<file path="src/rtl/word_stats.sv">
// word_stats: windowed statistics over an unsigned word stream.
//
// Groups consecutive accepted words into windows of 2**WIN_LOG2 words. When a
// window closes it reports sum, min, max, average and word count. A window
// closes when it is full, or early when flush is asserted. The result outputs
// are registered and hold their values until the next window closes.
//
// Ports:
//   clk        rising-edge clock
//   rst        asynchronous active-high reset
//   in_valid   in_data carries a word this cycle
//   in_data    unsigned input word
//   flush      close the current window early (word on the same edge included)
//   busy       a window is open (ACCUM state)
//   res_valid  one-cycle strobe marking new results
//   res_sum    sum of the window's words
//   res_min    smallest word of the window
//   res_max    largest word of the window
//   res_avg    res_sum >> WIN_LOG2 (true mean only for full windows)
//   res_count  number of words in the reported window, 1..WIN
module word_stats #(
    parameter int DATA_W   = 16,
    parameter int WIN_LOG2 = 3
) (
    input  logic                         clk,
    input  logic                         rst,
    input  logic                         in_valid,
    input  logic [DATA_W-1:0]            in_data,
    input  logic                         flush,
    output logic                         busy,
    output logic                         res_valid,
    output logic [DATA_W+WIN_LOG2-1:0]   res_sum,
    output logic [DATA_W-1:0]            res_min,
    output logic [DATA_W-1:0]            res_max,
    output logic [DATA_W-1:0]            res_avg,
    output logic [WIN_LOG2:0]            res_count
);

    localparam int SUM_W = DATA_W + WIN_LOG2;
    localparam int CNT_W = WIN_LOG2 + 1;
    localparam logic [CNT_W-1:0] WIN_CNT = CNT_W'(1) << WIN_LOG2;
    localparam logic [DATA_W-1:0] ALL_ONES = {DATA_W{1'b1}};

    typedef enum logic [0:0] {
        IDLE  = 1'b0,
        ACCUM = 1'b1
    } state_t;

    // Unsigned minimum of two words.
    function automatic logic [DATA_W-1:0] umin(input logic [DATA_W-1:0] a,
                                               input logic [DATA_W-1:0] b);
        return (a < b) ? a : b;
    endfunction

    // Unsigned maximum of two words.
    function automatic logic [DATA_W-1:0] umax(input logic [DATA_W-1:0] a,
                                               input logic [DATA_W-1:0] b);
        return (a > b) ? a : b;
    endfunction

    state_t              state_r;
    state_t              state_nxt_s;
    logic [SUM_W-1:0]    acc_r;
    logic [CNT_W-1:0]    cnt_r;
    logic [DATA_W-1:0]   min_r;
    logic [DATA_W-1:0]   max_r;

    // Window contents including the word accepted on this edge (if any).
    logic [SUM_W-1:0]    acc_w_s;
    logic [CNT_W-1:0]    cnt_w_s;
    logic [DATA_W-1:0]   min_w_s;
    logic [DATA_W-1:0]   max_w_s;
    logic                close_s;

    logic                busy_r;
    logic                res_valid_r;
    logic [SUM_W-1:0]    res_sum_r;
    logic [DATA_W-1:0]   res_min_r;
    logic [DATA_W-1:0]   res_max_r;
    logic [DATA_W-1:0]   res_avg_r;
    logic [CNT_W-1:0]    res_count_r;

    // Fold the incoming word into the running window and decide whether it closes.
    always_comb begin
        acc_w_s = acc_r;
        cnt_w_s = cnt_r;
        min_w_s = min_r;
        max_w_s = max_r;
        if (in_valid) begin
            if (state_r == IDLE) begin
                acc_w_s = SUM_W'(in_data);
                cnt_w_s = CNT_W'(1);
                min_w_s = in_data;
                max_w_s = in_data;
            end else begin
                acc_w_s = acc_r + SUM_W'(in_data);
                cnt_w_s = cnt_r + CNT_W'(1);
                min_w_s = umin(min_r, in_data);
                max_w_s = umax(max_r, in_data);
            end
        end else begin
            acc_w_s = acc_r;
            cnt_w_s = cnt_r;
            min_w_s = min_r;
            max_w_s = max_r;
        end
        // A non-zero count means there is something to report, so flush in an
        // empty IDLE is ignored; a full window and flush together close once.
        close_s = (in_valid && (cnt_w_s == WIN_CNT)) ||
                  (flush && (cnt_w_s != CNT_W'(0)));
    end

    // Next-state logic of the window FSM.
    always_comb begin
        state_nxt_s = state_r;
        case (state_r)
            IDLE: begin
                if (in_valid && !close_s) begin
                    state_nxt_s = ACCUM;
                end else begin
                    state_nxt_s = IDLE;
                end
            end
            ACCUM: begin
                if (close_s) begin
                    state_nxt_s = IDLE;
                end else begin
                    state_nxt_s = ACCUM;
                end
            end
            default: state_nxt_s = IDLE;
        endcase
    end

    // State register, window accumulators and registered results.
    always_ff @(posedge clk or posedge rst) begin
        if (rst) begin
            state_r     <= IDLE;
            acc_r       <= {SUM_W{1'b0}};
            cnt_r       <= {CNT_W{1'b0}};
            min_r       <= ALL_ONES;
            max_r       <= {DATA_W{1'b0}};
            busy_r      <= 1'b0;
            res_valid_r <= 1'b0;
            res_sum_r   <= {SUM_W{1'b0}};
            res_min_r   <= {DATA_W{1'b0}};
            res_max_r   <= {DATA_W{1'b0}};
            res_avg_r   <= {DATA_W{1'b0}};
            res_count_r <= {CNT_W{1'b0}};
        end else begin
            state_r <= state_nxt_s;
            busy_r  <= (state_nxt_s == ACCUM);
            if (close_s) begin
                acc_r       <= {SUM_W{1'b0}};
                cnt_r       <= {CNT_W{1'b0}};
                min_r       <= ALL_ONES;
                max_r       <= {DATA_W{1'b0}};
                res_valid_r <= 1'b1;
                res_sum_r   <= acc_w_s;
                res_min_r   <= min_w_s;
                res_max_r   <= max_w_s;
                res_avg_r   <= acc_w_s[SUM_W-1:WIN_LOG2];
                res_count_r <= cnt_w_s;
            end else begin
                acc_r       <= acc_w_s;
                cnt_r       <= cnt_w_s;
                min_r       <= min_w_s;
                max_r       <= max_w_s;
                res_valid_r <= 1'b0;
            end
        end
    end

    assign busy      = busy_r;
    assign res_valid = res_valid_r;
    assign res_sum   = res_sum_r;
    assign res_min   = res_min_r;
    assign res_max   = res_max_r;
    assign res_avg   = res_avg_r;
    assign res_count = res_count_r;

endmodule

</file>
<file path="config.mk">
export PLATFORM = sky130hd
export DESIGN_NAME = word_stats
export DESIGN_NICKNAME = d
export VERILOG_FILES = /design/src/rtl/word_stats.sv
export SDC_FILE = /design/constraint.sdc
export NUM_CORES = 1
export LEC_CHECK = 0
export BUFFER_PORTS_ARGS = -buffer_cell sky130_fd_sc_hd__buf_2
export CAP_MARGIN = 15
export CORE_MARGIN = 1.5
export CORE_UTILIZATION = 25
export CTS_BUF_LIST = sky130_fd_sc_hd__clkbuf_2 sky130_fd_sc_hd__clkbuf_4 sky130_fd_sc_hd__clkbuf_8
export DETAILED_ROUTE_END_ITERATION = 10
export GPL_TIMING_DRIVEN = 1
export SYNTH_ARGS = -nofsm -noshare
export SYNTH_HDL_FRONTEND = slang
export SYNTH_SLANG_ARGS = --single-unit
export TNS_END_PERCENT = 100
</file>
<file path="constraint.sdc">
create_clock -name clk -period 4.2 [get_ports clk]
set_input_delay 0.84 -clock clk [delete_from_list [all_inputs] [get_ports clk]]
set_output_delay 0.84 -clock clk [all_outputs]
set_load 0.05 [all_outputs]
</file>
# Word level (Yosys, flattened, before mapping)
# Index checks and enable logic that the tools add are counted.
# word_totals
ff_bits	128
latchBits	0
mem_bits_rw	0
romBits	0
output_inout_bits	73
elab_cells	41
memories	0
# op_classes
addsub	2
mul	0
div_mod_pow	0
magnitude_cmp	2
n_eq_ne	1
shift	0
n_mux	18
bitwise	1
reduce_logical	6
# ops
cell	n
16-bit 2-to-1 mux	8
19-bit 2-to-1 mux	3
19-bit by 16-bit adder with 19-bit output	1
16-bit greater-than comparator	1
16-bit < comparator	1
4-bit 2-to-1 mux	3
4-bit by 1-bit adder with 4-bit output (second input constant)	1
4-bit == test (second input constant)	1
4-bit nonzero test	1
1-bit logical AND	3
1-bit 2-to-1 mux	3
1-bit case mux with 2 select lines	1
1-bit zero test	1
1-bit logical OR	1
1-bit NOT	1

# Logic depth before layout (Yosys ltp)
# depth
word_depth	10
mapped_depth	10
mapped_depth_nobuf	9

# Least setup slack after synthesis
# OpenSTA, ideal clock, no wires.
# synth_path
kind	input -> register
startpoint	in in_data[15]
endpoint	reg res_max_r[1], in the netlist res_max[1]
setup_ps	126
t_arrival_ps	2628
required_time_ps	4074
setup_slack_ps	1446
stages	9
path_cell_list	inv_1 > ha_1 > nand4_2 > or4_4 > a21oi_4 > a31oi_4 > buf_6 > mux2i_1 > a21oi_1
# synth_between
elab_chain_len	4
# synth_lines
item	line	rtl
from (decl)	28	input logic [DATA_W-1:0] in_data,
16-bit greater-than comparator	58	return (a > b) ? a : b;
16-bit 2-to-1 mux	58	
16-bit 2-to-1 mux	90	if (state_r == IDLE) begin
16-bit 2-to-1 mux	89	if (in_valid) begin
to (signal assigned)	147	res_max_r <= {DATA_W{1'b0}};
to (signal assigned)	161	res_max_r <= max_w_s;
to (decl)	79	logic [DATA_W-1:0] res_max_r;
# No other way between the ends.
# A chain may end at the register's enable or synchronous reset.

# Worst setup path after layout
# layout_path
startpoint	in in_data[5]
endpoint	reg res_min_r[3], in the netlist res_min[3]
# layout_between
elab_chain_len	4
# layout_lines
item	line	rtl
16-bit < comparator	52	return (a < b) ? a : b;
16-bit 2-to-1 mux	52	
16-bit 2-to-1 mux	90	
16-bit 2-to-1 mux	89	
to (signal assigned)	146	res_min_r <= {DATA_W{1'b0}};
to (signal assigned)	160	res_min_r <= min_w_s;
to (decl)	78	logic [DATA_W-1:0] res_min_r;
# No other way between the ends.

==> metrics <==
DR pass1 iterations 5; number of resized instances in the post-cts repair step 0; Filler cells approximately 2700; Die Y 162.2 µm; nets in the synthesized netlist about 740; largest net degree at the start of global routing 76; initial standard-cell utilization of the core 0.2529; overall overflow remaining after global route 0; final period utilization 0.7457; power share of the sequential group 0.365; largest clock skew in the final design 0.01998 ns; startpoint types primary input; Post-CTS Setup Bufs 0; number of antenna violations at the first check in global routing 0; layout net count around 800; netlist area before placement 6332 µm²; internal power roughly 2.2 mW; power density normalized to cell area 578.8 nW/µm²; Net Sw Frac 0.4761; sequential cell area 2823 µm²; average via count per standard cell 4.659; placement row count 58; area of the multi-input gates 3128 µm²; Core Footprint around 25000 µm²; pre-CTS worst setup slack 0.6926 ns; fraction of synthesis flops using an asynchronous set or reset pin 1.000; number of design-rule violations left by the first detailed-router iteration 282; final estimated routing congestion in global placement 0.8480; via count of the first global-routing pass between 4000 and 5000; unique cell type count in the Yosys netlist just over 60; top flip-flop cell by instance count after synthesis sky130_fd_sc_hd__dfrtp_1; antenna-violating nets left 0; Clk pwr share 0.170; Max stage delay cell, worst path sky130_fd_sc_hd__a21boi_2; post-synthesis sequential area ratio 0.4458; count of buffers from port buffering 92; vias after detailed routing just under 5000; average wire length per cell after detail routing roughly 16 µm; kind of path behind the tightest hold check flip-flop to flip-flop; cell-by-cell trace of the critical path buf_2, inv_1, ha_1, a2111o_1, a31oi_1, o21ai_0, a21boi_2, buf_4, mux2i_1, a21oi_1; number of flops mapped to enable cells by yosys 0; final count of pins violating max slew 0; Final Routed Wirelength between 15000 and 20000 µm; post-detailed-route DRC marker count 0; Worst-Margin Slew 0.9611 ns; number of sinks handled by clock tree synthesis approximately 110; area enclosed by the die boundary between 20000 and 30000 µm²; fin worst setup slack roughly 1.1 ns; Ys Warns 0; total of flip-flops plus latches after synthesis between 100 and 150; buffer depth of the longest clock path 2; Antenna Diode Count 0; run status finished, final reports clean; worst path required time between 4 and 5 ns; signed area change from the synthesized netlist to the final layout 13.89%; Final Instance Area 7212 µm²; slowest cell delay on critical path 0.67 ns; number of hold violations in the final report 0; Total Power Consumption roughly 4.2 mW; RSZ-0062 raised after global routing no; Die X ~160 µm; total clock buffers created by CTS 9; cell leakage power around 3.3 nW; Crit Path Max Fanout 11; # Max-Cap Violations 0; Final min period between 3 and 4 ns; clock insertion delay at the later pin of the skew report 0.40 ns; Psw around 2 mW; first-pass GRT wire length between 20000 and 30000 µm; utilization after layout 0.2881; total negative slack 0 ns; fraction of power consumed by combinational cells 0.465; synthesized netlist cell count 670; start-to-end type of the worst setup path primary input to flip-flop; placed standard-cell area around 7000 µm²; synthesized area divided by synthesized cell count ~9.5 µm²; Peak supply drop roughly 0.25 mV; headroom to the max-slew limit 0.3593; clock-pin slew of the registers on the worst-case setup and hold paths 0.11 ns; achievable clock frequency approximately 320 MHz; setup-violating endpoint count in the final report 0; IO Pins 93; CTS H-tree depth 3; share of post-route cells with drive strength above 1 0.1967; hold-fix buffers at CTS 0; global-route usage over all layers 0.1324; Clk Tree Root Cell sky130_fd_sc_hd__clkbuf_8; endpoint class of the critical path flip-flop; arrival time at the worst endpoint between 3 and 4 ns; TritonCTS clock tree done; post-detail-place hpwl around 12000 µm
-- critical path: cells and delay by family --
| kind | cells | cell delay, ns |
|---|---|---|
| AO/OA/AOI/OAI | 5 | 1.42 |
| buffers and inverters | 3 | 0.53 |
| multiplexers | 1 | 0.27 |
| adder cells (fa/ha/maj) | 1 | 0.34 |
-- through the flow --
stage               hold WS, ns  std cells
global route             0.5302       1067
finish                   0.4793       1067
global placement         0.4599       1051
detailed placement       0.4621       1051
floorplan                0.4963        670
CTS                      0.4872       1067
-- flip-flops by register name, summed over array words and instances (netlist names) --
name and count:
res_sum 19, busy 1, max_r 16, acc_r 19, cnt_r 4, res_max 16
min_r 16, res_min 16, res_valid 1, res_count 4
-- worst paths after layout --
kind	from	endpoint	slack, ns	cells after the start
min in group asynchronous	rst	acc_r[7]$_DFF_PP0_	0.64	2
max in group asynchronous	rst	min_r[4]$_DFF_PP1_	2.66	3
worst max-delay path	in_data[5]	res_min[3]$_DFFE_PP0N_	1.07	10
worst min-delay path	res_count[0]$_DFFE_PP0N_	res_count[0]$_DFFE_PP0N_	0.48	2
worst min register to register	res_count[0]$_DFFE_PP0N_	res_count[0]$_DFFE_PP0N_	0.48	2
worst max register to register	min_r[5]$_DFF_PP1_	res_min[3]$_DFFE_PP0N_	1.28	8
-- layout by cell type, fill, tap and decap left out, drive strengths merged, types with 2 or more instances in the layout --
| master | instances |
|---|---|
| buf | 101 |
| dfrtp | 96 |
| nor2 | 86 |
| a21oi | 68 |
| nand2 | 65 |
| ha | 48 |
| o21ai | 45 |
| mux2i | 36 |
| inv | 28 |
| dfstp | 16 |
| nor3 | 12 |
| o31ai | 10 |
| nand3 | 10 |
| clkbuf | 10 |
| xnor2 | 8 |
| o21a | 8 |
| a211oi | 8 |
| a31oi | 8 |
| nand4 | 7 |
| o211ai | 6 |
| a21o | 5 |
| nand2b | 5 |
| a22oi | 4 |
| a2111oi | 4 |
| nor2b | 3 |
| o22ai | 3 |
| nor4 | 3 |
| and3 | 2 |
| or2 | 2 |
| a2111o | 2 |
| or3 | 2 |
| o21bai | 2 |
| or4 | 2 |
| a21boi | 2 |
-- logic make-up after synthesis --
| family | after synthesis | synth area share |
|---|---|---|
| DFF | 112 | 0.4458 |
| and+or+nand+nor | 202 | 0.1383 |
| AOI/OAI and AO/OA | 186 | 0.1859 |
| buffers and inverters | 75 | 0.06086 |
| muxes | 37 | 0.05868 |
| xor gates and xnor gates | 9 | 0.01245 |
| adders and majority gates | 49 | 0.09801 |
-- cells in the mapped netlist (all sizes together), types with 2 or more instances --
master,number,area [µm²]
o31ai,10,75.07
nor2b,3,18.77
dfrtp,96,2402
or4,2,18.77
o211ai,6,45.04
o21bai,2,15.01
nor2,86,322.8
a21o,5,37.54
dfstp,16,420.4
mux2i,36,360.4
a2111oi,4,53.81
o21ai,45,225.2
or3,2,12.51
nor4,3,18.77
a22oi,4,30.03
ha,48,600.6
or2,2,12.52
xnor2,8,70.07
clkbuf,11,41.29
and3,2,12.51
o21a,8,60.06
o22ai,3,18.77
a21oi,68,351.6
nand2,65,244.0
buf,39,250.2
nand2b,5,31.28
nor3,12,60.06
nand3,10,50.05
a2111o,2,22.52
nand4,7,50.05
a31oi,8,65.06
a21boi,2,15.01
inv,25,93.84
a211oi,8,60.06
-- cell type report --
cell class              count  share of cell area
flip-flops and latches    112              0.3914
clock inverters             6             0.01006
clock buffers              10             0.01908
multi-input cells         483              0.4337
repair buffers            101             0.07495
inverters                  25             0.01353
well taps                 330             0.05725
-- metal layers --
layer,share of wire,global-route usage,vias up
met5,0,0,-
met4,0.016,0.04504,0
met3,0.041,0.01915,16
met2,0.42,0.1885,122
met1,0.52,0.2020,2353
li1,-,-,2480
-- power groups by stage --
stage / Combinational [mW] / Sequential (mW) / Clock, mW
final: 1.94 / 1.52 / 0.708
after global routing: 2.12 / 1.56 / 0.774
after CTS: 1.96 / 1.53 / 0.735
after detailed placement: 1.95 / 1.55 / 0
after global placement: 1.93 / 1.55 / 0
after floorplan: 1.04 / 2.04 / 0
Power figures use the tool's default switching activity.
